`config.mk`:
```
export PLATFORM = sky130hd
export DESIGN_NAME = message_overlay_ctrl
export DESIGN_NICKNAME = d
export VERILOG_FILES = /design/src/rtl/message_overlay_ctrl.sv
export SDC_FILE = /design/constraint.sdc
export NUM_CORES = 1
export LEC_CHECK = 0
export CAP_MARGIN = 20
export CORE_AREA = 2 2 96 70
export CTS_BUF_LIST = sky130_fd_sc_hd__clkbuf_16
export CTS_CLUSTER_SIZE = 40
export DETAILED_ROUTE_END_ITERATION = 12
export DIE_AREA = 0 0 98 72
export PLACE_DENSITY = 0.86
export SYNTH_ARGS = -nofsm -noshare
export SYNTH_HDL_FRONTEND = slang
export SYNTH_SLANG_ARGS = --single-unit
```
`constraint.sdc`:
```
create_clock -name clk -period 3.3 [get_ports clk]
set_clock_uncertainty 0.1 [all_clocks]
set_input_delay 0.33 -clock clk [delete_from_list [all_inputs] [get_ports clk]]
set_output_delay 0.33 -clock clk [all_outputs]
set_load 0.01 [all_outputs]
```
`src/rtl/message_overlay_ctrl.sv`:
```
// Banner sequencer (drop-in, hold, release) and registered banner-rectangle generator.
// Define MSG_BLINK_EN to blink the resting banner every BLINK_FRAMES frames.
//
// state | meaning
// IDLE  | no banner, waiting for a game event
// DROP  | banner moving down DROP_STEP pixels per frame toward FINAL_Y
// HOLD  | banner at rest; game over waits for restartKey, others time out
module message_overlay_ctrl #(
    parameter int OBJECT_WIDTH_X = 280,
    parameter int OBJECT_HEIGHT_Y = 48,
    parameter int TOP_LEFT_X = 180,
    parameter int START_Y = 0,
    parameter int FINAL_Y = 216,
    parameter int DROP_STEP = 8,
    parameter int SHOW_FRAMES = 180,
    parameter int BLINK_FRAMES = 30
) (
    input  logic        clk,
    input  logic        resetN,
    input  logic [10:0] pixelX,
    input  logic [10:0] pixelY,
    input  logic        startOfFrame,
    input  logic        gameOverEvt,
    input  logic        levelDoneEvt,
    input  logic        winEvt,
    input  logic        restartKey,
    output logic [1:0]  message,
    output logic        InsideRectangle,
    output logic [10:0] offsetX,
    output logic [10:0] offsetY,
    output logic        msgActive,
    output logic        msgDone
);

    typedef enum logic [1:0] {ST_IDLE, ST_DROP, ST_HOLD} state_t;

    localparam logic [1:0] MSG_NONE  = 2'b00;
    localparam logic [1:0] MSG_LEVEL = 2'b01;
    localparam logic [1:0] MSG_OVER  = 2'b10;
    localparam logic [1:0] MSG_WIN   = 2'b11;
    localparam int CNT_W = $clog2(SHOW_FRAMES);
    localparam logic [10:0] X_LO = 11'(TOP_LEFT_X);
    localparam logic [11:0] X_HI = 12'(TOP_LEFT_X + OBJECT_WIDTH_X);
    localparam logic [10:0] Y_START = 11'(START_Y);
    localparam logic [11:0] Y_FINAL = 12'(FINAL_Y);

    state_t           state_q, state_d;
    logic [1:0]       code_q, code_d;
    logic [10:0]      top_y_q, top_y_d;
    logic [CNT_W-1:0] frame_cnt_q, frame_cnt_d;
    logic             msg_done_q, msg_done_d;
    logic             inside_q, inside_d;
    logic [10:0]      off_x_q, off_x_d;
    logic [10:0]      off_y_q, off_y_d;

    logic [1:0]  evt_code;
    logic        any_evt;
    logic [11:0] top_y_sum;
    logic [10:0] top_y_step;
    logic [11:0] y_end;
    logic        blank;
    logic        hit;

    assign message   = code_q;
    assign msgActive = (state_q != ST_IDLE);
    assign msgDone   = msg_done_q;
    assign InsideRectangle = inside_q;
    assign offsetX   = off_x_q;
    assign offsetY   = off_y_q;

    always_comb begin
        any_evt = gameOverEvt | winEvt | levelDoneEvt;
        if (gameOverEvt)
            evt_code = MSG_OVER;
        else if (winEvt)
            evt_code = MSG_WIN;
        else
            evt_code = MSG_LEVEL;
        top_y_sum  = {1'b0, top_y_q} + 12'(DROP_STEP);
        top_y_step = (top_y_sum > Y_FINAL) ? Y_FINAL[10:0] : top_y_sum[10:0];
    end

    always_comb begin
        state_d     = state_q;
        code_d      = code_q;
        top_y_d     = top_y_q;
        frame_cnt_d = frame_cnt_q;
        msg_done_d  = 1'b0;
        unique case (state_q)
            ST_IDLE: begin
                if (any_evt) begin
                    code_d  = evt_code;
                    top_y_d = Y_START;
                    state_d = ST_DROP;
                end
            end
            ST_DROP: begin
                if (gameOverEvt)
                    code_d = MSG_OVER;
                if (startOfFrame) begin
                    top_y_d = top_y_step;
                    if ({1'b0, top_y_step} == Y_FINAL) begin
                        frame_cnt_d = '0;
                        state_d     = ST_HOLD;
                    end
                end
            end
            ST_HOLD: begin
                if (code_q == MSG_OVER) begin
                    if (restartKey) begin
                        code_d     = MSG_NONE;
                        top_y_d    = Y_START;
                        msg_done_d = 1'b1;
                        state_d    = ST_IDLE;
                    end
                end else if (gameOverEvt) begin
                    // topY is already at rest, so DROP hands back to HOLD on the next frame
                    code_d  = MSG_OVER;
                    state_d = ST_DROP;
                end else if (startOfFrame) begin
                    if (frame_cnt_q == CNT_W'(SHOW_FRAMES - 1)) begin
                        code_d     = MSG_NONE;
                        top_y_d    = Y_START;
                        msg_done_d = 1'b1;
                        state_d    = ST_IDLE;
                    end else begin
                        frame_cnt_d = frame_cnt_q + 1'b1;
                    end
                end
            end
            default: state_d = ST_IDLE;
        endcase
    end

`ifdef MSG_BLINK_EN
    localparam int BLK_W = $clog2(2 * BLINK_FRAMES);
    logic [BLK_W-1:0] blink_cnt_q, blink_cnt_d;

    always_comb begin
        blink_cnt_d = blink_cnt_q;
        if (state_q != ST_HOLD)
            blink_cnt_d = '0;
        else if (startOfFrame)
            blink_cnt_d = (blink_cnt_q == BLK_W'(2 * BLINK_FRAMES - 1)) ? '0 : blink_cnt_q + 1'b1;
        blank = (state_q == ST_HOLD) && (blink_cnt_q >= BLK_W'(BLINK_FRAMES));
    end

    always_ff @(posedge clk or negedge resetN) begin
        if (!resetN)
            blink_cnt_q <= '0;
        else
            blink_cnt_q <= blink_cnt_d;
    end
`else
    // no blinking: the window length only matters when blinking is built
    assign blank = (BLINK_FRAMES < 0);
`endif

    always_comb begin
        y_end = {1'b0, top_y_q} + 12'(OBJECT_HEIGHT_Y);
        hit = msgActive && !blank &&
              (pixelX >= X_LO) && ({1'b0, pixelX} < X_HI) &&
              (pixelY >= top_y_q) && ({1'b0, pixelY} < y_end);
        inside_d = hit;
        off_x_d  = hit ? (pixelX - X_LO) : 11'd0;
        off_y_d  = hit ? (pixelY - top_y_q) : 11'd0;
    end

    always_ff @(posedge clk or negedge resetN) begin
        if (!resetN) begin
            state_q     <= ST_IDLE;
            code_q      <= MSG_NONE;
            top_y_q     <= Y_START;
            frame_cnt_q <= '0;
            msg_done_q  <= 1'b0;
            inside_q    <= 1'b0;
            off_x_q     <= '0;
            off_y_q     <= '0;
        end else begin
            state_q     <= state_d;
            code_q      <= code_d;
            top_y_q     <= top_y_d;
            frame_cnt_q <= frame_cnt_d;
            msg_done_q  <= msg_done_d;
            inside_q    <= inside_d;
            off_x_q     <= off_x_d;
            off_y_q     <= off_y_d;
        end
    end

endmodule

```
==> impl_metrics.yaml <==
status:
  status: "finished clean"
worst_setup_path:
  worstPathCellList: "inv_1 -> ha_1 -> xor2_1 -> ha_1 -> or3_1 -> a2111oi_1 -> o21ai_1 -> a221oi_4 -> o21ai_4 -> a211oi_1"
  start_kind: "register"
  worstPathMaxFanout: 7
  cpPeakStageDelay_ps: 490
  crit_required_ps: 3390
  end_kind: "register"
  cpMostUsedCell: "ha_1"
  worstReg2RegStart: "top_y_q[4]$_DFFE_PN0P_"
  crit_slowest_cell: "a221oi_4"
  critPathArrivalTime_ps: 3370
  crit_start: "top_y_q[4]$_DFFE_PN0P_"
  path_class: "register to register"
sta:
  rsz0062_at_grt: "yes"
  fin_crit_sh_pct: 99.3
  tightest_slew_ps: 984
  relSlewSlack_pct: 33.9
  fin_tns_setup_ps: 0
  fmax_mhz: 305
  setup_viol: 0
  post-route-min-period_ps: 3280
  slew_viol_final: 0
  hold_violations: 0
  holdWs_ps: 316
floorplan:
  start_util_pct: 49.5
  core_um2: 6100
  rows: 24
  ioPinCount: 56
  die_w_um: 98
  die_height_um: 72
  dieArea_um2: 7060
synthesis:
  netlist_area_um2: 3020
  seq_area_frac_synth_pct: 39.0
  ys_top_cells_by_count: "dfrtp_1 (47), nor2_1 (40), ha_1 (28)"
  syn_inst: 329
  synth-edff-count: 0
  synth_area_leader_cell: "dfrtp_1"
  synth_area_per_cell_um2: 9.17
  ys_ff_latch: 47
  synthTopCellsByArea: "dfrtp_1 (39%), ha_1 (12%), nor2_1 (5.0%)"
  yosysMostFrequentCell: "dfrtp_1"
  synth_nets: 387
  synth_ff_type: "dfrtp_1"
  yosysWarnings: 0
  synthDistinctLibCells: 58
  async_reset_ff_share_pct: 100
  synth_top_area_share_pct: 39.0
placed_design:
  portBuffers: 55
  place_hpwl_um: 5470
  place_area_um2: 3640
  place_congestion: 0.928
drt:
  wl_per_cell_um: 16.2
  drc: 0
  routed_wl_um: 7590
  dr.pass1.iters: 4
  drt_iter0_markers: 258
  vias: 2705
  viasPerCell: 5.78
  ant_nets: 0
finish:
  drive_above_1_share_pct: 6.67
  postLayoutCellArea_um2: 3870
  fin_util_pct: 63.5
  multiInputGateArea_um2: 1740
  fill_cells: 472
  area_delta_synth_final_pct: 28.3
  seq_area_um2: 1180
  antennaDiodeCount: 0
  fin_nets: 448
cts:
  cts_buffers: 5
  root_buffer: "clkbuf_16"
  clock_latency_ps: 280
  cts.clk_slew.worst_paths_ps: 60
  cts_max_level: 2
  post_cts_buffers: 0
  cts_sinks: 47
  cts_max_path_buffers: 2
  cts_tree: "built"
global_route:
  grt_usage_pct: 21.0
  grt_first_pass_wirelength_um: 12000
  grt_max_degree: 48
  antenna_found_initial: 0
  grt_pass1_vias: 2526
  overflow: 0
min_path:
  hold_path_class: "input port to asynchronous set/reset pin"
power:
  peakVddDrop_mv: 0.272
  p_leak_nw: 1.68
  p_per_area_nw_per_um2: 507
job:
  cap_violations: 0
==> what timing repair did <==
| item | in CTS | in global routing |
|---|---|---|
| hold endpoints to repair | 0 | 6 |
| setup endpoints to repair | 0 | 21 |
| hold buffers | 0 | 1 |
| gates resized for setup | 0 | 4 |
==> path summary, 6_finish.rpt <==
check	endpoint	depth (start not counted)	slack, ps
setup / recovery	offsetY[3]$_DFF_PN0_	10	20
hold / removal	offsetY[8]$_DFF_PN0_	2	320
setup reg to reg	offsetY[3]$_DFF_PN0_	10	20
hold reg to reg	top_y_q[10]$_DFFE_PN0P_	1	390
max in group asynchronous	top_y_q[4]$_DFFE_PN0P_	3	2300
min in group clk	top_y_q[10]$_DFFE_PN0P_	1	390
==> layout by cell type, fill, tap and decap left out, types with 8 or more instances in the layout <==
cell              n
inv_1            23
xnor2_1          10
nand2_1          20
nor3_1            9
o21ai_0          17
nor2_1           40
nand3_1           8
dfrtp_1          46
a21oi_1          20
o21a_1            9
ha_1             28
clkdlybuf4s50_1  54
==> logic make-up (layout without fill, tap and decap cells) <==
group / Yosys count / after routing / synth area share (%)
AO/OA/AOI/OAI: 91 / 93 / 20.5
XOR/XNOR: 16 / 16 / 4.65
adder cells (fa/ha/maj): 29 / 29 / 12.3
buffers and inverters: 33 / 92 / 4.56
flip-flops: 47 / 47 / 39.0
multiplexers: 4 / 4 / 1.45
AND/OR/NAND/NOR: 109 / 109 / 17.6
==> stage by stage <==
stage / instances / power, mW / worst slack (ps)
6_report: 468 / 1.96 / 21.8
5_1_grt: 468 / 2.07 / -111
4_1_cts: 464 / 1.94 / 0.646
3_5_place_dp: 457 / 1.37 / 36.9
3_3_place_gp: 457 / 1.34 / 291
2_1_floorplan: 329 / 1.13 / 497
==> registers in the layout (all words and copies together) (netlist names) <==
register	flops
InsideRectangle	1
frame_cnt_q	8
message	2
msgDone	1
offsetX	11
offsetY	11
state_q	2
top_y_q	11
==> critical path: cells and delay by family, from the launching register on <==
family	cells	cell delay, ps
xor gates and xnor gates	1	150
adders and majority gates	2	450
AOI/OAI and AO/OA	5	1550
DFF	1	420
and+or+nand+nor	1	400
buffers and inverters	1	80
==> routing by layer <==
| metal | share of wire (%) | track usage (%) | up-vias |
|---|---|---|---|
| met3 | 6.2 | 3.85 | 17 |
| met2 | 46 | 33.6 | 107 |
| met4 | 2.1 | 6.48 | 0 |
| met1 | 46 | 29.5 | 1286 |
| li1 | - | - | 1295 |
| met5 | 0 | 0 | - |
==> cell type report <==
| class | count | area share [%] |
|---|---|---|
| Tap cell | 78 | 2.52 |
| Timing Repair Buffer | 60 | 15.5 |
| Clock inverter | 2 | 0.970 |
| Inverter | 25 | 2.42 |
| Sequential cell | 47 | 30.4 |
| Multi-Input combinational cell | 251 | 45.0 |
| Clock buffer | 5 | 3.23 |
==> where the power goes <==
part           switching (mW)  internal (mW)
logic                   0.408          0.327
clock network           0.212          0.353
registers              0.0437          0.619
total                   0.664           1.30
No activity file was read; power rests on OpenSTA's default activity.
